--- src/rtl/multicycle_sequencer.sv ---
// Multi-cycle control FSM for the single-issue CSE-BUBBLE datapath:
// sequences fetch/decode/execute/memory/writeback, owns PC, IR and retirement.
module multicycle_sequencer #(
  parameter int              PC_W     = 32,
  parameter int              CNT_W    = 32,
  parameter int              TIMEOUT  = 16,
  parameter logic [PC_W-1:0] RESET_PC = '0
) (
  input  logic             clk,
  input  logic             rst,
  input  logic             start,
  output logic             imem_req,
  input  logic             imem_ack,
  input  logic [31:0]      imem_rdata,
  output logic [PC_W-1:0]  pc,
  output logic [31:0]      instr,
  input  logic             branch_cond,
  input  logic [PC_W-1:0]  jump_target,
  output logic             dmem_req,
  output logic             dmem_we,
  input  logic             dmem_ack,
  output logic             rf_we,
  output logic             busy,
  output logic             halted,
  output logic             bus_err,
  output logic [CNT_W-1:0] retired
);

  localparam int WAIT_W = (TIMEOUT > 1) ? $clog2(TIMEOUT) : 1;

  typedef enum logic [2:0] {
    S_IDLE, S_FETCH, S_DECODE, S_EXEC, S_MEM, S_WB, S_HALT
  } state_t;

  function automatic logic writes_rf(input logic [5:0] op);
    return !(op >= 6'd13 && op <= 6'd19);
  endfunction

  function automatic logic is_taken(input logic [5:0] op, input logic cond);
    return ((op >= 6'd14 && op <= 6'd19) && cond) || (op >= 6'd20 && op <= 6'd22);
  endfunction

  function automatic logic is_illegal(input logic [5:0] op);
    return (op >= 6'd25 && op <= 6'd62);
  endfunction

  state_t             state_q, state_d;
  logic [PC_W-1:0]    pc_q, pc_d;
  logic [31:0]        instr_q, instr_d;
  logic [CNT_W-1:0]   retired_q, retired_d;
  logic               bus_err_q, bus_err_d;
  logic [WAIT_W-1:0]  wait_q, wait_d;
  logic               br_q;
  logic [PC_W-1:0]    tgt_q;
  logic [5:0]         opcode;
  logic               wait_expired;

  assign opcode       = instr_q[31:26];
  assign wait_expired = (wait_q == WAIT_W'(TIMEOUT - 1));

  // Wait counter is zero in every state outside FETCH/MEM, so it is clear on entry.
  always_comb begin
    state_d   = state_q;
    pc_d      = pc_q;
    instr_d   = instr_q;
    retired_d = retired_q;
    bus_err_d = bus_err_q;
    wait_d    = '0;
    unique case (state_q)
      S_IDLE:   if (start) state_d = S_FETCH;
      S_FETCH: begin
        if (imem_ack) begin
          instr_d = imem_rdata;
          state_d = S_DECODE;
        end else if (wait_expired) begin
          bus_err_d = 1'b1;
          state_d   = S_HALT;
        end else begin
          wait_d = wait_q + 1'b1;
        end
      end
      S_DECODE: begin
        if (opcode == 6'd63 || is_illegal(opcode)) state_d = S_HALT;
        else                                         state_d = S_EXEC;
      end
      S_EXEC:   state_d = (opcode == 6'd12 || opcode == 6'd13) ? S_MEM : S_WB;
      S_MEM: begin
        if (dmem_ack) begin
          state_d = S_WB;
        end else if (wait_expired) begin
          bus_err_d = 1'b1;
          state_d   = S_HALT;
        end else begin
          wait_d = wait_q + 1'b1;
        end
      end
      S_WB: begin
        pc_d      = is_taken(opcode, br_q) ? tgt_q : pc_q + 1'b1;
        retired_d = retired_q + 1'b1;
        state_d   = S_FETCH;
      end
      S_HALT:   state_d = S_HALT;
      default:  state_d = S_IDLE;
    endcase
  end

  always_ff @(posedge clk) begin
    if (rst) begin
      state_q   <= S_IDLE;
      pc_q      <= RESET_PC;
      instr_q   <= '0;
      retired_q <= '0;
      bus_err_q <= 1'b0;
      wait_q    <= '0;
    end else begin
      state_q   <= state_d;
      pc_q      <= pc_d;
      instr_q   <= instr_d;
      retired_q <= retired_d;
      bus_err_q <= bus_err_d;
      wait_q    <= wait_d;
    end
  end

  // Branch decision inputs are only guaranteed valid in EXEC; hold them for WB.
  always_ff @(posedge clk) begin
    if (state_q == S_EXEC) begin
      br_q  <= branch_cond;
      tgt_q <= jump_target;
    end
  end

  assign imem_req = (state_q == S_FETCH);
  assign dmem_req = (state_q == S_MEM);
  assign dmem_we  = (state_q == S_MEM) && (opcode == 6'd13);
  assign rf_we    = (state_q == S_WB) && writes_rf(opcode);
  assign busy     = (state_q != S_IDLE) && (state_q != S_HALT);
  assign halted   = (state_q == S_HALT);
  assign bus_err  = bus_err_q;
  assign pc       = pc_q;
  assign instr    = instr_q;
  assign retired  = retired_q;

endmodule

--- config.mk ---
export PLATFORM = sky130hd
export DESIGN_NAME = multicycle_sequencer
export DESIGN_NICKNAME = d
export VERILOG_FILES = /design/src/rtl/multicycle_sequencer.sv
export SDC_FILE = /design/constraint.sdc
export NUM_CORES = 1
export LEC_CHECK = 0
export BUFFER_PORTS_ARGS = -buffer_cell sky130_fd_sc_hd__buf_2
export CORE_ASPECT_RATIO = 0.6
export CORE_MARGIN = 2
export CORE_UTILIZATION = 56
export DETAILED_ROUTE_END_ITERATION = 10
export GPL_TIMING_DRIVEN = 1
export PLACE_DENSITY = 0.82
export SETUP_SLACK_MARGIN = 0.2
export SLEW_MARGIN = 20
export SYNTH_ARGS = -nofsm -noshare
export SYNTH_HDL_FRONTEND = slang
export SYNTH_SLANG_ARGS = --single-unit
--- constraint.sdc ---
create_clock -name clk -period 5.81 [get_ports clk]
set_input_delay 0.2905 -clock clk [delete_from_list [all_inputs] [get_ports clk]]
set_output_delay 0.2905 -clock clk [all_outputs]
set_load 0.02 [all_outputs]
==> results.md <==
- Max Cap Viol: 0
- GR Util All Layers: between 20% and 30%
- Peak VDD IR: 0.240 mV
- Fillers: 803
- Critical Path Start Type: register
- Post-CTS Hold Buffers: 0
- Crit path required time: around 6 ns
- Final WS setup: around 3.1 ns
- Status: complete, no violations
- Vias in the first global route: 5,549
- Fraction of registers with async set or reset after synthesis: 0%
- Die Wd: approximately 140 µm
- Initial DRC Count: around 430
- Final #Nets: approximately 920
- Synth Register Bits: about 140
- F_max: between 0.3 and 0.4 GHz
- H-Tree Depth: 4
- DR WL/cell: ~17 µm
- Final hold violation count: 0
- Height of the die: ~85 µm
- # port buffers: ~170
- Initial antenna violation count: 0
- Fin Clk Skew: a little over 0.009 ns
- Pre-CTS setup slack: ~3.1 ns
- DRC Markers: 0
- Clk slew on worst S/H paths: 0.06 ns
- Final cycle utilization of the critical path: between 40% and 50%
- WL final: between 15,000 and 20,000 µm
- Leak: ~3.1 nW
- Final Max Slew Viols: 0
- Post-layout util: 72.3%
- Post-synthesis net count: roughly 770
- Crit path cell chain: or3b_1 -> a211o_1 -> nand2_1 -> o21ai_0 -> a221oi_1
- First-pass GRT wire length: around 27,000 µm
- Worst Setup Path Type: reg2reg
- Post-synth EDFFs: 33
- Final ANT Viol Nets: 0
- Initial core utilization: between 50% and 60%
- Synth area leaders: dfxtp_1 34%, edfxtp_1 16%, nand2_1 6.7%
- Post-synth top area cell: dfxtp_1
- Vias after detailed routing: roughly 6,000
- Post-CTS sizing: 0
- Sink Count: around 140
- CTS Root Cell: clkbuf_16
- Synth Cell Area: approximately 6100 µm²
- GP Congestion: roughly 0.92
- Buf+Inv Stages, Crit Path: 0
- Share of layout cells above drive strength 1: between 20 and 30%
- Actual slew at the worst max-slew pin: about 1.1 ns
- Largest delay share family, worst path: simple AND/OR/NAND/NOR gates
- Min-delay worst type: in2reg
- Worst slew margin: between 20% and 30%
- Yosys cell types: between 60 and 70
- FP Rows: 29
- Data arrival time of the critical path: 3.04 ns
- Syn_area_per_cell: 8.82 µm²
- Clock Tree Buf Depth: 2
- Register area: between 3000 and 4000 µm²
- Area of the multi-input gates: 2820 µm²
- Post-DP HPWL: 11,400 µm
- Syn-to-layout area delta: 25.0%
- Clk_lat worst skew: 0.41 ns
- Crit path max fanout: 26
- Share of the synthesized area in the top cell type: between 30% and 40%
- Die Footprint: about 12,000 µm²
- Top post-synthesis cells by count: 109 x nand2_1, 104 x dfxtp_1, 58 x nor2_1
- DRT Pass-1 Iters: 5
- Number of buffers created by CTS: 17
- Remaining global-route overflow: 0
- Core Area: between 10,000 and 15,000 µm²
- Power density over cell area: between 200 and 300 nW/µm²
- Largest net degree at the start of global routing: approximately 120
- Crit-path slowest cell: nand2_1
- Via density: between 5 and 6
- CP Capture Type: register
- Sum Neg Setup Slack: 0 ns
- Seq/Total Area, Yosys: between 50% and 60%
- CTS tree: done
- Final setup viols: 0
- I/O pin count: between 150 and 200
- Tmin final: around 2.7 ns
- Post-CTS setup buffer count: 0
- Syn. warnings: 0
- Post-Syn Instances: 695
- Unrepaired setup endpoints after global routing: no
- Main synth FF type: dfxtp_1
- Largest stage delay, worst path: between 0.7 and 0.8 ns
- Most frequent cell after synthesis: nand2_1
routing by layer:
metal	GRT usage, %	vias to the layer above	wire [µm]
li1	-	2819	-
met4	10.0	0	226
met1	37.3	2741	7320
met5	0	-	0
met2	44.7	289	7730
met3	9.14	19	1640
stage by stage:
stage / total power [mW] / hold WS, ns / cells / instance area (µm²)
5_1_grt: 2.31 / 0.0395 / 1000 / 7660
2_1_floorplan: 1.12 / 0.389 / 695 / 6130
3_3_place_gp: 1.17 / 0.439 / 968 / 7040
4_1_cts: 2.25 / 0.0357 / 1000 / 7650
3_5_place_dp: 1.17 / 0.443 / 968 / 7040
6_report: 2.23 / 0.0513 / 1002 / 7660
power by group:
group	total (mW)	switching (mW)	internal, mW
combinational	0.136	0.0839	0.0523
sequential	1.02	0.0223	0.996
clock	1.08	0.402	0.677
final cells by class:
| cell class | instances | share of cell area, % |
|---|---|---|
| sequential | 137 | 40.1 |
| multi-input combinational | 493 | 36.8 |
| timing repair buffer | 177 | 11.8 |
| clock buffer | 23 | 6.81 |
| tap | 139 | 2.27 |
| clock inverter | 9 | 1.08 |
| inverter | 22 | 1.08 |
| antenna | 2 | 0.0653 |
cells in the final DEF (no fill, tap or decap), types with 9 or more instances in the layout:
| cell | Yosys | final |
|---|---|---|
| nor2_1 | 58 | 57 |
| dfxtp_1 | 104 | 104 |
| o21ai_0 | 19 | 19 |
| nand2_1 | 109 | 109 |
| a31oi_1 | 11 | 11 |
| buf_2 | 1 | 171 |
| nor2b_1 | 9 | 9 |
| a21oi_1 | 54 | 54 |
| xnor2_1 | 12 | 12 |
| edfxtp_1 | 33 | 33 |
| nand3_1 | 31 | 31 |
| clkbuf_16 | 0 | 20 |
| nor3_1 | 17 | 16 |
| nand4_1 | 19 | 19 |
| inv_1 | 22 | 22 |
| xor2_1 | 9 | 9 |
| and3_1 | 10 | 9 |
flip-flops by register name (all words and copies together) (netlist names):
signal and flops:
br_q 1, bus_err 1, tgt_q 32, retired 32, instr 32, pc 32
state_q 3, wait_q 4
cells by family after synthesis:
family / synth area share [%]
flops: 50.1
fa+ha+maj: 0.612
mux: 1.39
buf+inv: 4.00
compound gates: 16.0
simple gates: 24.9
xor+xnor: 3.00
path summary, 6_finish.rpt:
path | from | end | slack (ns) | cells after the start
min reg2reg | instr[16]$_SDFFE_PP0P_ | instr[16]$_SDFFE_PP0P_ | 0.45 | 2
max reg2reg | instr[30]$_SDFFE_PP0P_ | pc[19]$_SDFFE_PP0P_ | 3.07 | 5
min | jump_target[1] | tgt_q[1]$_DFFE_PN_ | 0.05 | 1
max | instr[30]$_SDFFE_PP0P_ | pc[19]$_SDFFE_PP0P_ | 3.07 | 5
Power figures use the tool's default switching activity.
